--- src/rtl/int_vector_ctrl.sv ---
// int_vector_ctrl: prioritised interrupt controller for the CPU NMI/INT/
// IntAddrLSBs/INTACK interface. It synchronises the raw requests and latches
// them as pending flags. NMI wins, then the lowest-numbered enabled channel.
// The selected vector is frozen while the CPU acknowledges, and a one-hot
// acknowledge pulse goes back to the serviced peripheral.
module int_vector_ctrl #(
    parameter int                NUM_CH    = 16,
    parameter logic [NUM_CH-1:0] EDGE_MASK = {NUM_CH{1'b1}},
    parameter logic [5:0]        NMI_LSB   = 6'd62
) (
    input  logic              MCLK,
    input  logic              reset,
    input  logic [NUM_CH-1:0] irq,
    input  logic [NUM_CH-1:0] ie,
    input  logic              nmi_in,
    input  logic [NUM_CH-1:0] clr,
    input  logic              INTACK,
    output logic              NMI,
    output logic              INT,
    output logic [5:0]        IntAddrLSBs,
    output logic              ack_valid,
    output logic [NUM_CH-1:0] ack_ch,
    output logic [NUM_CH-1:0] pending
);

    localparam int NMI_LSB_I = int'(NMI_LSB);

    typedef enum logic [1:0] {
        ST_IDLE = 2'd0,
        ST_REQ  = 2'd1,
        ST_ACK  = 2'd2,
        ST_HOLD = 2'd3
    } state_t;

    // Synchroniser chains. The third stage exists only for edge detection.
    logic [NUM_CH-1:0] r_irq_s1, r_irq_s2, r_irq_s3;
    logic              r_nmi_s1, r_nmi_s2, r_nmi_s3;

    // Pending flags.
    logic [NUM_CH-1:0] r_pending;
    logic              r_nmi_pend;

    // State and registered CPU-facing outputs.
    state_t            r_state, w_state_nxt;
    logic              r_nmi_out, w_nmi_out_nxt;
    logic              r_int_out, w_int_out_nxt;
    logic [5:0]        r_vec, w_vec_nxt;

    // Vector currently presented. A one-hot channel of 0 means NMI or none.
    logic [NUM_CH-1:0] r_lock_oh, w_lock_oh_nxt;
    logic              r_lock_nmi, w_lock_nmi_nxt;

    // Combinational helpers.
    logic [NUM_CH-1:0] w_irq_rise;
    logic              w_nmi_rise;
    logic [NUM_CH-1:0] w_ack_clr;
    logic              w_nmi_ack_clr;
    logic [NUM_CH-1:0] w_edge_nxt;
    logic [NUM_CH-1:0] w_pend_nxt;
    logic [NUM_CH-1:0] w_cand;
    logic [NUM_CH-1:0] w_arb_oh;
    logic [5:0]        w_arb_vec;
    logic              w_arb_found;
    logic              w_req_any;

    assign w_irq_rise    = r_irq_s2 & ~r_irq_s3;
    assign w_nmi_rise    = r_nmi_s2 & ~r_nmi_s3;
    assign w_ack_clr     = (r_state == ST_ACK && !r_lock_nmi) ? r_lock_oh : '0;
    assign w_nmi_ack_clr = (r_state == ST_ACK) && r_lock_nmi;

    // Set has priority over clr or acknowledge, so a new edge is never lost.
    // Level channels simply follow the synchronised input.
    assign w_edge_nxt = w_irq_rise | (r_pending & ~clr & ~w_ack_clr);
    assign w_pend_nxt = (EDGE_MASK & w_edge_nxt) | (~EDGE_MASK & r_irq_s2);

    assign w_cand    = r_pending & ie;
    assign w_req_any = r_nmi_pend | (|w_cand);

    // Two-flop synchronisers plus one edge-detect stage for irq and nmi_in.
    always_ff @(posedge MCLK) begin
        // NOTE: the reset is synchronous and active-high. It is sampled only
        // on MCLK edges, so it never appears in the sensitivity list.
        if (reset) begin
            r_irq_s1 <= '0;
            r_irq_s2 <= '0;
            r_irq_s3 <= '0;
            r_nmi_s1 <= 1'b0;
            r_nmi_s2 <= 1'b0;
            r_nmi_s3 <= 1'b0;
        end else begin
            // NOTE: non-blocking assignments let every stage sample the old
            // value of the stage before it. Blocking assignments would
            // collapse the chain into a single flop.
            r_irq_s1 <= irq;
            r_irq_s2 <= r_irq_s1;
            r_irq_s3 <= r_irq_s2;
            r_nmi_s1 <= nmi_in;
            r_nmi_s2 <= r_nmi_s1;
            r_nmi_s3 <= r_nmi_s2;
        end
    end

    // Pending flags: edge channels latch rising edges; the NMI flag is
    // cleared only by its own acknowledge.
    always_ff @(posedge MCLK) begin
        if (reset) begin
            r_pending  <= '0;
            r_nmi_pend <= 1'b0;
        end else begin
            r_pending  <= w_pend_nxt;
            r_nmi_pend <= w_nmi_rise | (r_nmi_pend & ~w_nmi_ack_clr);
        end
    end

    // Fixed-priority search: the lowest enabled pending channel wins.
    always_comb begin
        // NOTE: give every variable a default first so that no path leaves it
        // unassigned. An unassigned path would infer a latch.
        w_arb_oh    = '0;
        w_arb_vec   = '0;
        w_arb_found = 1'b0;
        for (int i = 0; i < NUM_CH; i++) begin
            if (w_cand[i] && !w_arb_found) begin
                w_arb_found = 1'b1;
                w_arb_oh[i] = 1'b1;
                w_arb_vec   = 6'(NMI_LSB_I - 1 - i);
            end
        end
    end

    // State, presented vector and lock registers.
    always_ff @(posedge MCLK) begin
        if (reset) begin
            r_state    <= ST_IDLE;
            r_nmi_out  <= 1'b0;
            r_int_out  <= 1'b0;
            r_vec      <= '0;
            r_lock_oh  <= '0;
            r_lock_nmi <= 1'b0;
        end else begin
            r_state    <= w_state_nxt;
            r_nmi_out  <= w_nmi_out_nxt;
            r_int_out  <= w_int_out_nxt;
            r_vec      <= w_vec_nxt;
            r_lock_oh  <= w_lock_oh_nxt;
            r_lock_nmi <= w_lock_nmi_nxt;
        end
    end

    // Next-state logic: arbitrate in IDLE/REQ, freeze on INTACK, hold until
    // INTACK drops.
    always_comb begin
        w_state_nxt    = r_state;
        w_nmi_out_nxt  = r_nmi_out;
        w_int_out_nxt  = r_int_out;
        w_vec_nxt      = r_vec;
        w_lock_oh_nxt  = r_lock_oh;
        w_lock_nmi_nxt = r_lock_nmi;

        unique case (r_state)
            ST_IDLE: begin
                w_nmi_out_nxt = 1'b0;
                w_int_out_nxt = 1'b0;
                // A stray INTACK in IDLE must not lead to an acknowledge, so
                // a request is raised only while INTACK is low.
                if (w_req_any && !INTACK) begin
                    w_state_nxt    = ST_REQ;
                    w_nmi_out_nxt  = r_nmi_pend;
                    w_int_out_nxt  = !r_nmi_pend;
                    w_vec_nxt      = r_nmi_pend ? NMI_LSB : w_arb_vec;
                    w_lock_oh_nxt  = r_nmi_pend ? '0 : w_arb_oh;
                    w_lock_nmi_nxt = r_nmi_pend;
                end
            end
            ST_REQ: begin
                if (INTACK) begin
                    // Freeze the vector the CPU is fetching.
                    w_state_nxt = ST_ACK;
                end else if (w_req_any) begin
                    w_nmi_out_nxt  = r_nmi_pend;
                    w_int_out_nxt  = !r_nmi_pend;
                    w_vec_nxt      = r_nmi_pend ? NMI_LSB : w_arb_vec;
                    w_lock_oh_nxt  = r_nmi_pend ? '0 : w_arb_oh;
                    w_lock_nmi_nxt = r_nmi_pend;
                end else begin
                    w_state_nxt    = ST_IDLE;
                    w_nmi_out_nxt  = 1'b0;
                    w_int_out_nxt  = 1'b0;
                    w_vec_nxt      = '0;
                    w_lock_oh_nxt  = '0;
                    w_lock_nmi_nxt = 1'b0;
                end
            end
            ST_ACK: begin
                w_state_nxt   = ST_HOLD;
                w_nmi_out_nxt = 1'b0;
                w_int_out_nxt = 1'b0;
            end
            ST_HOLD: begin
                w_nmi_out_nxt = 1'b0;
                w_int_out_nxt = 1'b0;
                if (!INTACK) begin
                    w_state_nxt    = ST_IDLE;
                    w_vec_nxt      = '0;
                    w_lock_oh_nxt  = '0;
                    w_lock_nmi_nxt = 1'b0;
                end
            end
            default: begin
                w_state_nxt = ST_IDLE;
            end
        endcase
    end

    assign NMI         = r_nmi_out;
    assign INT         = r_int_out;
    assign IntAddrLSBs = r_vec;
    assign ack_valid   = (r_state == ST_ACK);
    assign ack_ch      = ack_valid ? r_lock_oh : '0;
    assign pending     = r_pending;

endmodule
--- config.mk ---
export PLATFORM = sky130hd
export DESIGN_NAME = int_vector_ctrl
export DESIGN_NICKNAME = d
export VERILOG_FILES = /design/src/rtl/int_vector_ctrl.sv
export SDC_FILE = /design/constraint.sdc
export NUM_CORES = 1
export LEC_CHECK = 0
export ABC_AREA = 1
export ABC_CLOCK_PERIOD_IN_PS = 1890
export BUFFER_PORTS_ARGS = -buffer_cell sky130_fd_sc_hd__buf_4
export CAP_MARGIN = 25
export CELL_PAD_IN_SITES_DETAIL_PLACEMENT = 0
export CELL_PAD_IN_SITES_GLOBAL_PLACEMENT = 1
export CORE_MARGIN = 8
export CORE_UTILIZATION = 30
export CTS_CLUSTER_SIZE = 30
export DETAILED_ROUTE_END_ITERATION = 8
export PLACE_DENSITY_LB_ADDON = 0.1
export SLEW_MARGIN = 20
export SYNTH_ARGS = -nofsm -noshare
export SYNTH_HDL_FRONTEND = slang
export SYNTH_SLANG_ARGS = --single-unit
--- constraint.sdc ---
create_clock -name MCLK -period 1.89 [get_ports MCLK]
set_input_delay 0.567 -clock MCLK [delete_from_list [all_inputs] [get_ports MCLK]]
set_output_delay 0.567 -clock MCLK [all_outputs]
set_load 0.05 [all_outputs]
# == Word-level counts from Yosys, hierarchy flattened ==
# Index checks and enable logic that the tools add are counted.
# classes
n_bitwise,14
n_div,0
muxes,76
n_lt_le_gt_ge,0
n_mul,0
n_addsub,0
n_eq_ne,7
shift,0
reduce_logical,42
# ops
op,n
$mux 6,21
$mux 16,7
$and 16x16->16,4
$not 16->16,3
$pmux 16 s3,1
$mux 1,38
$logic_and 1x1->1,18
$logic_not 1->1,18
$pmux 6 s3,1
$or 16x16->16,1
$reduce_or 16->1,1
$pmux 1 s3,3
$mux 2,4
$pmux 2 s4,1
$ne 2x2->1 const B,3
$eq 2x2->1 const B,2
$reduce_and 4->1,1
$ne 3x3->1 const B,1
$reduce_and 3->1,1
$reduce_bool 3->1,1
$and 1x1->1,2
$eq 2x1->1 const B,1
$logic_not 2->1,1
$not 1->1,2
2 further kinds,3
# totals
ram_bits,0
mem_bits_ro,0
latch_bits,0
wordCells,153
reg_bits,95
mem_count,0

# == Logic depth before layout (Yosys ltp) ==
# logic_depth
ltp_word,51
depth_mapped,11

# == Least setup slack after synthesis ==
# No wires, ideal clock.
# synth_path
kind,reg2out
from,reg (tool-made name)
to,out ack_ch[10]
required_time_ns,1.323
arrival_time_ns,1.964
path_buffers,1
stages_incl_launch_ff,6
slack_ns,-0.641
cell_sequence,dfxtp_1 > inv_1 > nor2_2 > inv_4 > clkbuf_1 > nor2_1
# synth_rtl
element,line_no,text
end: declaration,22,"output logic [NUM_CH-1:0] ack_ch,"

==> flow_metrics.tcl <==
set metrics [dict create \
    cpPeakStageDelay_ns 0.34 \
    clkSlewWorstSetupHoldPaths_ns 0.07 \
    skew_ns 0.00614 \
    core_um2 12400 \
    totalWireLength_um 10100 \
    avgSynthCellArea_um2 7.93 \
    cts_hold_buffers 0 \
    vias_per_cell 4.12 \
    ios 93 \
    synthCells 472 \
    crit_path_start_kind "flip-flop" \
    synthFlopType "dfxtp_1" \
    num_rows 41 \
    cts_tree "done" \
    antenna_found_initial 0 \
    start_util_pct 30.1 \
    cts_buffers 9 \
    ys_warn_count 0 \
    worstPathMaxFanout 10 \
    relSlewSlack_pct 76.7 \
    synth_area_um2 3740 \
    setup_slack_ns 0.00578 \
    layout_commonest_cell "buf_4" \
    pre_cts_slack_ns -0.0533 \
    grt_setup_unrepaired "true" \
    cts.sinks 95 \
    n_antenna_cell 0 \
    hold_path_class "flip-flop to flip-flop" \
    drt-wirelength-per-cell_um 13.3 \
    fmax_ghz 0.531 \
    finalCriticalPeriod_ns 1.88 \
    dr.pass1.iters 4 \
    syn_to_final_growth_pct 40.4 \
    path_cells "inv_2 -> nor2_4 -> inv_4 -> buf_12 -> nor2_2 -> buf_6" \
    track_usage_pct 12.7 \
    fp.dieW_um 128 \
    cp_data_arrival_time_ns 1.32 \
    cp-end-kind "primary output" \
    critPathBufInv 4 \
    yosysUniqueCellTypes 32 \
    fin_hold_ws_ns 0.402 \
    slowest_stage "dfxtp_2" \
    status "finished, final reports clean" \
    final_antenna_net_count 0 \
    first_global_vias 3112 \
    drv_cap 0 \
    fp.dieH_um 128 \
    htree_num_levels 3 \
    finalMaxSlewViolations 0 \
    cts_root_buffer "clkbuf_16" \
    syn-num-nets 524 \
    io_buffers 92 \
    peakVddDrop_mv 0.389 \
    cp.required_ns 1.32 \
    ys_ff_latch 95 \
    setup_violations 0 \
    fin_nets 633 \
    drc 0 \
    critPathKind "flip-flop to primary output" \
    worst_slew_pin_slew_ns 0.350 \
    grt_pass1_wl_um 16200 \
    grt_max_degree 74 \
    synth_edf_count 0 \
    ys_async_sr_fraction_pct 0 \
    yosysSeqAreaShare_pct 50.8 \
    die_area_um2 16300 \
    crit_family "buffers and inverters" \
    layout_common_cells "buf_4 (94), dfxtp_1 (93), nand2_1 (92)" \
    fill_cells 1335 \
    drive_gt1_share_pct 32.4 \
    p_leak_nw 2.38 \
    powerDensity_nw_per_um2 897 \
    num_vias 3120 \
    place.gp.congestion 0.851 \
    fin_crit_sh_pct 99.7 \
    drt-initial-drc-count 184 \
    clock_path_buffers 2 \
    grt_overflow 0 \
    hold_viol_final 0 \
    place_hpwl_um 7770 \
    insertion_delay_ns 0.34 \
]
-- synth_stat cells (all sizes together), types with 3 or more instances --
| cell | n | share of area, % |
|---|---|---|
| o32ai | 16 | 3.7 |
| nand4 | 3 | 0.67 |
| dfxtp | 95 | 51 |
| nor3 | 4 | 0.53 |
| inv | 87 | 8.8 |
| nand3 | 34 | 6.2 |
| nand2 | 102 | 11 |
| clkbuf | 11 | 1.2 |
| a21oi | 24 | 4.2 |
| nor2 | 80 | 9.5 |
| o21ai | 7 | 0.94 |
| buf | 4 | 1.1 |
-- path summary, 6_finish.rpt --
check	cells past startpoint	from	slack (ns)	endpoint
worst min register to register	2	r_irq_s1[13]	0.40	r_irq_s2[13]
worst min-delay path	2	r_irq_s1[13]	0.40	r_irq_s2[13]
worst max-delay path	6	flip-flop	0.006	ack_ch[3]
worst max register to register	9	pending[9]	0.24	r_lock_oh[1]
-- sequential cells by signal (all words and copies together), names as in the netlist, 6 cells and up, named ones only --
| register | flops |
|---|---|
| pending | 16 |
| r_irq_s1 | 16 |
| r_irq_s2 | 16 |
| r_lock_oh | 16 |
| r_irq_s3 | 16 |
| IntAddrLSBs | 6 |
-- timing repair --
item,CTS,global route
setup buffers,3,0
cloned,0,0
endpoints found under the setup margin,16,16
gates resized for setup,17,8
pin swaps,2,0
-- layout make-up --
class / count / area [um^2] / area share (%)
inverters: 88 / 333 / 6.33
clock inverters: 5 / 62.6 / 1.19
well taps: 172 / 215 / 4.10
repair buffers: 113 / 965 / 18.4
clock buffers: 11 / 243 / 4.62
multi-input cells: 274 / 1530 / 29.1
flip-flops and latches: 95 / 1900 / 36.2
-- cell families after synthesis --
family,synth area share (%)
buffers and inverters,11.2
flip-flops,50.8
AND/OR/NAND/NOR,28.9
AO/OA/AOI/OAI,9.09
-- per-layer routing --
| metal | track usage (%) | vias up | routed length, um |
|---|---|---|---|
| met4 | 4.69 | 0 | 182 |
| met3 | 3.37 | 13 | 384 |
| met1 | 16.1 | 1374 | 4910 |
| met5 | 0 | - | 0 |
| li1 | - | 1681 | - |
| met2 | 20.2 | 52 | 4620 |
-- power by group --
part,switching [mW],total (mW),internal (mW)
Combinational,0.456,0.719,0.263
Clock,0.790,1.86,1.07
Sequential,0.0460,2.13,2.09
Total,1.29,4.71,3.42
-- metrics by stage --
step / setup TNS, ns / cell area (um^2) / util, % / total power, mW / instances
final: 0 / 5250 / 42.3 / 4.71 / 758
after global routing: -0.679 / 5250 / 42.3 / 4.93 / 758
after CTS: -0.0487 / 5220 / 42.0 / 4.77 / 758
after detailed placement: -0.505 / 4830 / 38.9 / 2.89 / 739
after global placement: -0.195 / 4830 / 38.9 / 2.89 / 739
after floorplan: -0.286 / 3860 / - / 2.63 / 472
-- worst register-to-register path, cell delays in order, from the launching register on --
cell and delay (ns):
dfxtp_1 0.37, nand2_2 0.12, inv_2 0.09, nor2_1 0.05
and3_2 0.21, nand2_4 0.08, nand2_2 0.10, inv_2 0.25
nand3_1 0.14, a21oi_1 0.17
Power figures use the tool's default switching activity.
